File: src/rtl/alu_seq_core.sv
// rtl/alu_seq_core.sv - handshaked sequential ALU with multi-cycle multiply and divide
//
// Purpose: accepts one operation per valid/ready handshake, computes it (single
// cycle for logic/arith ops, WIDTH+1 cycle latency for shift-add multiply and
// restoring divide), then holds the result until the consumer takes it. A carry
// flag is kept across operations so ADDC/SUBB can chain multi-word arithmetic.
//
// Ports:
//   clk, rst              rising-edge clock, synchronous active-high reset
//   in_valid / in_ready   operand handshake; in_ready is high only when idle
//   A, B, Opcode          operands and 5-bit operation select
//   out_valid / out_ready result handshake; out_valid is high only when done
//   ALU_Out               2*WIDTH result
//   CarryOut              carry/borrow register
//   Zero                  ALU_Out == 0
//   DivZero               current result is a DIV/MOD with B == 0
//   Illegal               current result came from an unsupported opcode
//
// Configuration macro: ALU_DIV_EN builds the divider; without it DIV/MOD
// complete in one cycle with ALU_Out=0 and Illegal=1.

module alu_seq_core #(
  parameter int WIDTH = 8
) (
  input  logic               clk,
  input  logic               rst,
  input  logic               in_valid,
  output logic               in_ready,
  input  logic [WIDTH-1:0]   A,
  input  logic [WIDTH-1:0]   B,
  input  logic [4:0]         Opcode,
  output logic               out_valid,
  input  logic               out_ready,
  output logic [2*WIDTH-1:0] ALU_Out,
  output logic               CarryOut,
  output logic               Zero,
  output logic               DivZero,
  output logic               Illegal
);

  localparam int CNT_W = $clog2(WIDTH + 1);
  localparam int HALF  = WIDTH / 2;

  localparam logic [4:0] OP_MUL = 5'h02;
  localparam logic [4:0] OP_DIV = 5'h03;
  localparam logic [4:0] OP_MOD = 5'h04;

  typedef enum logic [1:0] {
    S_IDLE = 2'd0,
    S_BUSY = 2'd1,
    S_DONE = 2'd2
  } state_t;

  state_t             r_state;
  state_t             w_next;
  logic [4:0]         r_op;
  logic [WIDTH-1:0]   r_b;
  logic [2*WIDTH-1:0] r_acc;
  logic [2*WIDTH-1:0] r_out;
  logic [CNT_W-1:0]   r_cnt;
  logic               r_carry;
  logic               r_divzero;
  logic               r_illegal;

  logic               w_accept;
  logic               w_multi;
  logic [WIDTH:0]     w_ext;
  logic               w_arith;
  logic [WIDTH-1:0]   w_res;
  logic [WIDTH-1:0]   w_hi;
  logic               w_cout;
  logic               w_cupd;
  logic               w_dz;
  logic               w_ill;
  logic [WIDTH:0]     w_madd;
  logic [2*WIDTH-1:0] w_step;
  logic [2*WIDTH-1:0] w_fin;
`ifdef ALU_DIV_EN
  logic [WIDTH:0]     w_trial;
`endif

  assign w_accept = in_valid && (r_state == S_IDLE);

  // Divide by zero never iterates: its fixed result is produced in one cycle.
`ifdef ALU_DIV_EN
  assign w_multi = (Opcode == OP_MUL) ||
                   (((Opcode == OP_DIV) || (Opcode == OP_MOD)) && (B != '0));
`else
  assign w_multi = (Opcode == OP_MUL);
`endif

  always_comb begin
    w_next    = r_state;
    in_ready  = 1'b0;
    out_valid = 1'b0;
    case (r_state)
      S_IDLE: begin
        in_ready = 1'b1;
        if (w_accept) w_next = w_multi ? S_BUSY : S_DONE;
      end
      S_BUSY: begin
        if (r_cnt == CNT_W'(WIDTH - 1)) w_next = S_DONE;
      end
      S_DONE: begin
        out_valid = 1'b1;
        if (out_ready) w_next = S_IDLE;
      end
      default: w_next = S_IDLE;
    endcase
  end

  // Single-cycle datapath, evaluated on the raw inputs so the result can be
  // registered on the accept edge itself.
  always_comb begin
    w_ext   = '0;
    w_arith = 1'b0;
    w_res   = '0;
    w_hi    = '0;
    w_cout  = r_carry;
    w_cupd  = 1'b0;
    w_dz    = 1'b0;
    w_ill   = 1'b0;
    case (Opcode)
      5'h00: begin w_ext = {1'b0, A} + {1'b0, B};                        w_arith = 1'b1; end
      5'h01: begin w_ext = {1'b0, A} - {1'b0, B};                        w_arith = 1'b1; end
`ifdef ALU_DIV_EN
      OP_DIV: begin w_dz = (B == '0); w_res = '1; w_hi = A; end
      OP_MOD: begin w_dz = (B == '0); w_res = A; end
`else
      OP_DIV, OP_MOD: w_ill = 1'b1;
`endif
      5'h05: begin w_res = {A[WIDTH-2:0], 1'b0}; w_cout = A[WIDTH-1]; w_cupd = 1'b1; end
      5'h06: begin w_res = {1'b0, A[WIDTH-1:1]}; w_cout = A[0];       w_cupd = 1'b1; end
      5'h07: w_res = {A[WIDTH-2:0], A[WIDTH-1]};
      5'h08: w_res = {A[0], A[WIDTH-1:1]};
      5'h09: w_res = A & B;
      5'h0A: w_res = A | B;
      5'h0B: w_res = A ^ B;
      5'h0C: w_res = ~(A | B);
      5'h0D: w_res = ~(A & B);
      5'h0E: w_res = ~(A ^ B);
      5'h0F: w_res = {{(WIDTH-1){1'b0}}, (A > B)};
      5'h10: w_res = {{(WIDTH-1){1'b0}}, (A == B)};
      5'h1A: w_res = {{(WIDTH-1){1'b0}}, (A < B)};
      5'h11: begin w_ext = {1'b0, A} + (WIDTH+1)'(1);                    w_arith = 1'b1; end
      5'h12: begin w_ext = {1'b0, A} - (WIDTH+1)'(1);                    w_arith = 1'b1; end
      5'h13: w_res = ~A;
      5'h14: begin w_ext = (WIDTH+1)'(0) - {1'b0, A};                    w_arith = 1'b1; end
      5'h15: w_res = {A[WIDTH-1], A[WIDTH-1:1]};
      5'h16: begin w_ext = {1'b0, A} + {1'b0, B} + (WIDTH+1)'(r_carry);  w_arith = 1'b1; end
      5'h17: begin w_ext = {1'b0, A} - {1'b0, B} - (WIDTH+1)'(r_carry);  w_arith = 1'b1; end
      5'h18: w_res = (A < B) ? A : B;
      5'h19: w_res = (A > B) ? A : B;
      5'h1B: w_res = A;
      5'h1C: w_res = B;
      5'h1D: w_res = (A > B) ? (A - B) : (B - A);
      5'h1E: w_res = {A[HALF-1:0], A[WIDTH-1:HALF]};
      5'h1F: w_ill = 1'b1;
      default: ;
    endcase
    // Top bit of the WIDTH+1 result is the carry, or the borrow for subtracts.
    if (w_arith) begin
      w_res  = w_ext[WIDTH-1:0];
      w_cout = w_ext[WIDTH];
      w_cupd = 1'b1;
    end
  end

  // Iterative datapath. r_acc is {high, low}: for MUL the product grows into
  // the high half while the multiplier shifts out of the low half; for DIV the
  // high half is the partial remainder and the low half turns from dividend
  // into quotient one bit per cycle.
  always_comb begin
    w_madd = {1'b0, r_acc[2*WIDTH-1:WIDTH]} + (r_acc[0] ? {1'b0, r_b} : '0);
    w_step = {w_madd, r_acc[WIDTH-1:1]};
`ifdef ALU_DIV_EN
    w_trial = {r_acc[2*WIDTH-1:WIDTH], r_acc[WIDTH-1]} - {1'b0, r_b};
    if (r_op != OP_MUL) begin
      if (!w_trial[WIDTH]) w_step = {w_trial[WIDTH-1:0], r_acc[WIDTH-2:0], 1'b1};
      else                 w_step = {r_acc[2*WIDTH-2:0], 1'b0};
    end
`endif
    w_fin = w_step;
    if (r_op == OP_MOD) w_fin = {{WIDTH{1'b0}}, w_step[2*WIDTH-1:WIDTH]};
  end

  always_ff @(posedge clk) begin
    if (rst) begin
      r_state   <= S_IDLE;
      r_op      <= '0;
      r_b       <= '0;
      r_acc     <= '0;
      r_out     <= '0;
      r_cnt     <= '0;
      r_carry   <= 1'b0;
      r_divzero <= 1'b0;
      r_illegal <= 1'b0;
    end else begin
      r_state <= w_next;
      case (r_state)
        S_IDLE: begin
          if (w_accept) begin
            r_op      <= Opcode;
            r_b       <= B;
            r_acc     <= {{WIDTH{1'b0}}, A};
            r_cnt     <= '0;
            r_divzero <= w_dz;
            r_illegal <= w_ill;
            if (w_cupd) r_carry <= w_cout;
            if (!w_multi) r_out <= {w_hi, w_res};
          end
        end
        S_BUSY: begin
          r_acc <= w_step;
          r_cnt <= r_cnt + CNT_W'(1);
          // The last iteration writes its result directly so out_valid rises
          // on the same edge the counter completes.
          if (r_cnt == CNT_W'(WIDTH - 1)) r_out <= w_fin;
        end
        default: ;
      endcase
    end
  end

  assign ALU_Out  = r_out;
  assign CarryOut = r_carry;
  assign Zero     = (r_out == '0);
  assign DivZero  = r_divzero;
  assign Illegal  = r_illegal;

endmodule

File: config.mk
export PLATFORM = sky130hd
export DESIGN_NAME = alu_seq_core
export DESIGN_NICKNAME = d
export VERILOG_FILES = /design/src/rtl/alu_seq_core.sv
export SDC_FILE = /design/constraint.sdc
export NUM_CORES = 1
export LEC_CHECK = 0
export CAP_MARGIN = 20
export CORE_MARGIN = 2
export CORE_UTILIZATION = 50
export CTS_CLUSTER_DIAMETER = 200
export DETAILED_ROUTE_END_ITERATION = 8
export GPL_ROUTABILITY_DRIVEN = 0
export PLACE_DENSITY = 0.7
export SYNTH_ARGS = -nofsm -noshare
export SYNTH_HDL_FRONTEND = slang
export SYNTH_SLANG_ARGS = --single-unit
File: constraint.sdc
create_clock -name clk -period 5.4 [get_ports clk]
set_input_delay 1.62 -clock clk [delete_from_list [all_inputs] [get_ports clk]]
set_output_delay 1.62 -clock clk [all_outputs]
set_load 0.02 [all_outputs]
Yosys cells after proc, flatten, opt, wreduce, memory -nomap -nowiden
Cells that the tools add are included.
{"block": "classes", "add_sub_neg": 11, "order_cmp": 2, "n_eq_ne": 40, "mux": 29, "n_bitwise": 7, "n_reduce_logical": 14}
{"op": "$pmux 8 s21", "n": 1}
{"op": "$eq 5x5->1 const B", "n": 16}
{"op": "$mux 16", "n": 5}
{"op": "$pmux 16 s2", "n": 2}
{"op": "$pmux 9 s7", "n": 1}
{"op": "$eq 5x4->1 const B", "n": 8}
{"op": "$mux 8", "n": 5}
{"op": "$not 8->8", "n": 4}
{"op": "$eq 5x3->1 const B", "n": 5}
{"op": "$add 8x8->9", "n": 2}
{"op": "$logic_not 16->1", "n": 1}
{"op": "$sub 8x8->8", "n": 2}
{"op": "$eq 5x2->1 const B", "n": 2}
{"op": "$add 8x1->9 const B", "n": 1}
{"op": "$add 9x1->9", "n": 1}
{"op": "$sub 1x8->9 const A", "n": 1}
{"op": "$sub 8x1->9 const B", "n": 1}
{"op": "$sub 8x8->9", "n": 1}
{"op": "$sub 9x1->9", "n": 1}
{"op": "$and 8x8->8", "n": 1}
{"op": "$eq 8x8->1", "n": 1}
{"op": "$gt 8x8->1", "n": 1}
{"op": "$lt 8x8->1", "n": 1}
{"op": "$mux 2", "n": 4}
{"op": "24 further kinds", "n": 35}
{"block": "totals", "regBits": 53, "in_bits": 25, "out_inout_bits": 22}

Depth between registers and ports, before layout
Gate-level depths: netlist of run 1.
{"block": "logic_depth", "depth_word": 7, "depth_mapped": 15, "depth_no_buf": 12}

Least setup slack after synthesis of run 1
OpenSTA, ideal clock, no wires.
{"block": "synth_timing", "kind": "input port to flip-flop", "start": "in Opcode[1]", "end": "reg r_carry (netlist: CarryOut)", "setup_ps": 91, "arrival_ps": 4708, "required_time_ps": 5309, "path_slack_ps": 601, "cell_stages": 12, "path_buffers": 1, "cell_sequence": "clkbuf_1 -> or4b_2 -> nor2_1 -> ha_1 -> a211oi_1 -> o21bai_1 -> a2111oi_0 -> nor3_1 -> and2_1 -> o21ai_0 -> a21oi_1 -> a311oi_1"}
{"block": "synth_via", "elab_chain_cells": 5}
{"item": "from (decl)", "line": "31", "text": "input logic [4:0] Opcode,"}
{"item": "$eq 5x5->1 (tied with other cells)", "line": "123", "text": "case (Opcode)"}
{"item": "$reduce_or 7->1 (no source line) / $reduce_or 2->1 (equally long branches)"}
{"item": "$mux 1", "line": "123"}
{"item": "$reduce_bool 3->1 (no source line) / $mux 1 (equally long branches)"}
{"item": "$reduce_and 4->1 (no source line)"}
{"item": "to (signal assigned)", "line": "209", "text": "if (w_cupd) r_carry <= w_cout;"}
{"item": "to (decl)", "line": "61", "text": "logic r_carry;"}
Parallel ways exist; a longest one is shown, timed or not.
A chain may end at the register's enable or synchronous reset.

Final worst setup path of run 1
{"block": "layout_timing", "start": "in Opcode[0]", "end": "reg r_carry (netlist: CarryOut)"}
The elaborated chain is that of the path after synthesis.

==> results of run 1 <==
-- cell type report --
cell class                      count  area (sq um)
Sequential cell                    53          1060
Clock inverter                      2          38.8
Inverter                           33           124
Timing Repair Buffer               79           701
Fill cell                        1142          5030
Clock buffer                        6           129
Tap cell                          147           184
Multi-Input combinational cell    696          4690
-- layout by cell type, fill, tap and decap left out, drive strengths merged, types with 5 or more instances in the layout --
cell / n
mux2i: 21
ha: 54
a221oi: 9
a311oi: 10
a31oi: 10
inv: 33
nor3: 24
nand4: 9
a22o: 5
a211o: 9
o21bai: 6
o32ai: 5
a2111oi: 10
nand2: 87
xor2: 15
nand3b: 7
o211ai: 6
and2: 16
a22oi: 23
clkdlybuf4s50: 44
a21oi: 56
a21o: 11
nor2: 94
nand3: 21
dfxtp: 53
clkbuf: 6
a211oi: 13
o21ai: 28
o22ai: 9
xnor2: 25
nor4: 9
buf: 35
fa: 5
and3: 9
or2: 6
nor2b: 11
nand2b: 16
-- Yosys cell counts, types with 10 or more instances --
master | n | area [sq um]
a211oi_1 | 13 | 97.6
a21o_1 | 11 | 82.6
a21oi_1 | 56 | 280
a22oi_1 | 23 | 173
a311oi_1 | 10 | 87.6
a31oi_1 | 10 | 62.6
and2_1 | 16 | 100
clkbuf_1 | 42 | 158
dfxtp_1 | 53 | 1060
ha_1 | 54 | 676
inv_1 | 33 | 124
mux2i_1 | 21 | 210
nand2_1 | 87 | 327
nand2b_1 | 16 | 100
nand3_1 | 21 | 105
nor2_1 | 94 | 353
nor2b_1 | 11 | 68.8
nor3_1 | 24 | 120
o21ai_0 | 28 | 140
xnor2_1 | 25 | 219
xor2_1 | 15 | 131
-- layer usage --
layer | vias to the layer above | wire (um) | track usage, %
met5 | - | 0 | 0
met1 | 3250 | 8800 | 44.0
li1 | 3134 | - | -
met2 | 550 | 10000 | 54.7
met3 | 192 | 2860 | 9.32
met4 | 0 | 2020 | 24.6
-- power groups by stage --
stage	Clock [mW]	Sequential, mW	Combinational (mW)
2_1_floorplan	0	0.443	0.350
3_3_place_gp	0	0.441	0.535
3_5_place_dp	0	0.442	0.541
4_1_cts	0.373	0.434	0.544
5_1_grt	0.388	0.436	0.598
6_report	0.372	0.434	0.570
-- sequential cells by signal, indices dropped and copies added (netlist names) --
name,flops
r_b,8
ALU_Out,16
Illegal,1
r_acc,16
CarryOut,1
r_op,5
r_state,2
r_cnt,4
-- worst reg2reg max path, stage by stage (launching register included) --
cell,delay [ns]
dfxtp_1,0.39
ha_1,0.22
nand4b_1,0.24
a21oi_1,0.84
nand2_1,0.26
a21oi_1,0.17
o311ai_0,0.12
a2111oi_0,0.64
a31oi_1,0.17
-- cell families after synthesis --
family                     synth area share (%)
AOI/OAI and AO/OA                          27.9
xor gates and xnor gates                   5.74
adders and majority gates                  12.7
buffers and inverters                      5.84
DFF                                        17.4
muxes                                      3.63
other                                    0.0614
and+or+nand+nor                            26.7
-- stage by stage --
step / cells / power (mW)
after floorplan: 834 / 0.793
after global placement: 1008 / 0.976
after detailed placement: 1008 / 0.983
after CTS: 1016 / 1.35
after global routing: 1016 / 1.42
final: 1016 / 1.38
-- final timing paths --
kind	from	end	slack, ns	cells after the start
worst min-delay path	r_b[7]	r_b[7]	0.45	2
worst max register to register	r_cnt[0]	ALU_Out[3]	2.20	8
worst min register to register	r_b[7]	r_b[7]	0.45	2
worst max-delay path	Opcode[0]	CarryOut	0.42	12
==> impl_metrics.yaml, run 1 <==
critical_path:
  cp.required_ns: 5.61
  cp_top_family: "compound AO/OA/AOI/OAI gates"
  cp_slowest_cell: "or4b_2"
  crit_fanout: 5
  crit_type: "input port to register"
  crit_chain: "clkdlybuf4s50_1 > or4b_2 > nor2_1 > ha_1 > a211oi_1 > o21bai_1 > a2111oi_0 > nor3_1 > and2_1 > o21ai_0 > a21oi_1 > a311oi_1"
  cp-end-kind: "register"
  cp_num_buf_inv: 1
  start_kind: "input port"
  critPathArrivalTime_ns: 5.19
  slowest_delay_ns: 0.70
cts:
  clock_sinks: 53
  cts_resized: 0
  cts_buffers: 5
  insertion_delay_ns: 0.30
  tritoncts: "yes"
  path_clk_slew_ns: 0.07
  cts_root_buf: "clkbuf_16"
  cts_hold_buf: 0
  cts_buffer_depth: 2
  htreeDepth: 2
  post-cts-setup-buffers: 0
cells_and_area:
  final_nets: 952
  area_growth_pct: 13.5
  fin_util_pct: 57.9
  drive_gt1_share_pct: 7.13
  final_area_sq_um: 6930
  antenna_cells: 0
power_and_ir_drop:
  leakagePower_nw: 2.80
  p_switching_uw: 531
  seqPwrFrac_pct: 31.6
  p_comb_share_pct: 41.4
  ir_drop_v: 0.000115
  p_clk_share_pct: 27.0
  internal_power_uw: 844
  switching_share_pct: 38.6
  power_density_nw_per_um2: 199
job:
  cap_viol_max_count: 0
detailed_routing:
  drt-pass1-iter-count: 9
  vias: 7126
  initialDrtViolationCount: 1347
  antenna_left: 0
  viasPerCell: 7.01
  drcViolationCount: 107
  routed_wl_mm: 23.7
  wl_per_cell_um: 23.3
global_route:
  grt_pass1_wl_mm: 36.8
  grt_pass1_vias: 6777
  grt_use_total_pct: 35.8
  grt_start_max_net_pins: 55
  overflow: 0
  antenna_found_initial: 0
timing:
  finalSetupViolCount: 0
  fin_crit_ns: 4.98
  hold_viol_final: 0
  tns_ns: 0
  whs_ns: 0.453
  finalMaxSlewViolations: 0
  fin_ws_ns: 0.417
  post-route-period-util_pct: 92.3
  tightestPinTransition_ns: 1.14
  grt_setup_unrepaired: "false"
  clock_skew_ns: 0.00353
  slew_headroom_pct: 24.1
  fmax_ghz: 0.201
die:
  core_area_sq_um: 12000
  rows: 40
  io-pin-count: 47
  fp.dieW_um: 114
  die-height_um: 114
  initial_core_util_pct: 51.0
  dieArea_sq_um: 13100
place:
  pre_cts_ws_ns: 0.203
  dp.final_hpwl_mm: 17.9
  post_dp_cell_area_sq_um: 6760
  port_buffers: 45
synth:
  syn_avg_cell_area_sq_um: 7.32
  ys_warn_count: 0
  synth_fp_nets: 918
  ys_types: 73
  synth_edf_count: 0
  synth_ff_type: "dfxtp_1"
  seq_area_frac_synth_pct: 17.4
  syn-cell-area_sq_um: 6100
  async_reset_ff_share_pct: 0
  syn_inst: 834
  ys_ff_latch: 53
outcome:
  failed_checks: "DRC"
  status: "finished, violations left"
min_path:
  hold_class: "register to register"
(Power assumes the default switching activity.)
==> run 2: changes to the inputs <==
Settings changed: CTS_CLUSTER_DIAMETER 200 to not set.
==> results of run 2 <==
Final layout, timing and power as in run 1 (identical DEF).
==> run 3: changes to the inputs <==
Settings changed: GPL_TIMING_DRIVEN set to 0.
==> run 3 against run 2 <==
- the flow still finishes with violations (DRC)
- first-iteration DRC count is 7.5% higher
- register-to-register slack better by 0.06 ns
- via count is 0.67% lower
- count of clock-buffer cells in the layout is 1 lower
- sequential share of layout area hardly changed
- flip-flop and latch count stayed put
- wire length is 2.6% higher
- critical path depth is 2 higher
- die area stayed put
- sequential power hardly changed
- final area hardly changed
==> impl_metrics.yaml, run 3 (same netlist as run 1, synthesis figures left out) <==
outcome:
  status: "finished, violations left"
  failed_checks: "DRC"
min_path:
  holdPathStages: 2
  hold_class: "register to register"
  hp-start: "r_b[7]"
  min_to: "r_b[7]"
critical_path:
  cp_top_family: "buffers and inverters"
  cp_num_buf_inv: 5
  crit_top_cell: "buf_6"
  slowest_delay_ns: 0.60
  r2r_slack_ns: 2.26
  cp_slowest_cell: "or4_4"
  reg2reg_from: "r_acc[0]"
  cp-end-kind: "register"
  critPathArrivalTime_ns: 5.59
  crit_chain: "clkdlybuf4s50_1 > buf_6 > inv_1 > ha_2 > or4_4 > a211o_1 > and3_4 > buf_6 > or2_1 > buf_6 > mux2i_1 > xor2_1 > a211oi_2 > o41ai_2"
  crit_fanout: 10
  crit_type: "input port to register"
  reg2reg_to: "ALU_Out[1]"
  cp.required_ns: 5.61
  start_kind: "input port"
  rr_worst_depth: 10
timing:
  fmax_ghz: 0.186
  finalSetupViolCount: 0
  fin_crit_ns: 5.38
  tightestPinTransition_ns: 1.04
  clock_skew_ns: 0.00695
  post-route-period-util_pct: 99.6
  finalMaxSlewViolations: 0
  fin_ws_ns: 0.0200
  hold_viol_final: 0
  tns_ns: 0
  slew_headroom_pct: 30.4
place:
  port_buffers: 40
  pre_cts_ws_ns: -0.699
  dp.final_hpwl_mm: 18.4
  place_inst: 1022
cts:
  tritoncts: "yes"
  path_clk_slew_ns: 0.07
  cts_buffer_depth: 2
  clock_sinks: 53
  cts_hold_buf: 0
  insertion_delay_ns: 0.29
  htreeDepth: 2
  cts_root_buf: "clkbuf_16"
  cts_buffers: 5
job:
  cap_viol_max_count: 0
power_and_ir_drop:
  leakagePower_nw: 2.75
  ir_drop_v: 0.000120
  total_power_mw: 1.33
  power_density_nw_per_um2: 192
cells_and_area:
  drive_gt1_share_pct: 5.65
  multi_input_area_sq_um: 4730
  final_nets: 968
  fin_util_pct: 57.9
  fillers: 1144
  area_growth_pct: 13.5
  seq_area_sq_um: 1060
  layout_common_cells: "nor2_1 (92), nand2_1 (87), a21oi_1 (56)"
  final_common_cell: "nor2_1"
  fin_cells: 1032
  antenna_cells: 0
global_route:
  grt_pass1_vias: 6792
  antenna_found_initial: 0
  overflow: 0
  grt_start_max_net_pins: 19
  grt_pass1_wl_mm: 37.1
  grt_use_total_pct: 36.7
detailed_routing:
  antenna_left: 0
  drcViolationCount: 123
  viasPerCell: 6.86
  drt-pass1-iter-count: 9
  wl_per_cell_um: 23.6
  routed_wl_mm: 24.3
  initialDrtViolationCount: 1448
  vias: 7078
die:
  core_area_sq_um: 12000
  io-pin-count: 47
  initial_core_util_pct: 51.0
  die-height_um: 114
  fp.dieW_um: 114
  dieArea_sq_um: 13100
  rows: 40
run 3: changes by cell type in the layout (fill, tap and decap cells not counted), sizes merged, moves of 2 or more:
cell,change
clkdlybuf4s50,-9
clkbuf,+40
clkinvlp,+2
buf,-20
dlymetal6s2s,+2
run 3: power breakdown:
part / total (mW) / internal (mW) / switching (mW)
sequential: 0.433 / 0.413 / 0.0205
clock: 0.324 / 0.175 / 0.149
combinational: 0.570 / 0.205 / 0.365
total: 1.33 / 0.793 / 0.534
run 3: worst register-to-register path, delay by kind of cell, from the launching register on:
kind	cells	cell delay, ns
multiplexers	1	0.28
XOR/XNOR	1	0.22
flip-flops	1	0.39
AND/OR/NAND/NOR	3	0.60
AO/OA/AOI/OAI	3	0.85
adder cells (fa/ha/maj)	2	0.66
run 3: layout make-up:
cell class                      count  area share, %
Inverter                           33           1.79
Timing Repair Buffer               43           6.05
Multi-Input combinational cell    696           68.3
Clock buffer                        5           1.81
Sequential cell                    53           15.3
Buffer                             52           3.74
Tap cell                          147           2.66
Clock inverter                      3          0.379
run 3: worst max path at each step:
stage	depth (start not counted)	to	start	slack (ns)
after floorplan	12	CarryOut	Opcode[1]	0.60
after global routing	13	ALU_Out[7]	A[2]	-0.001
final	14	ALU_Out[4]	A[5]	0.02
after global placement	14	ALU_Out[4]	A[5]	-0.61
after CTS	14	ALU_Out[4]	A[7]	0.0005
after detailed placement	14	ALU_Out[4]	A[5]	-0.70
run 3: stage by stage:
| step | hold WS [ns] | area [sq um] |
|---|---|---|
| 3_5_place_dp | 0.444 | 6690 |
| 6_report | 0.452 | 6930 |
| 5_1_grt | 0.469 | 6930 |
| 2_1_floorplan | 0.431 | 6100 |
| 4_1_cts | 0.455 | 6860 |
| 3_3_place_gp | 0.441 | 6690 |
run 3: routing by layer:
metal	global-route usage, %	wire [um]
met1	42.5	8710
met2	58.3	10400
met3	10.7	3080
met4	24.7	2130
met5	0	0
run 3: timing repair:
item / CTS / global route
resized for setup: 15 / 20
pin swaps: 0 / 2
setup buffers: 0 / 2
endpoints found under the setup margin: 8 / 7
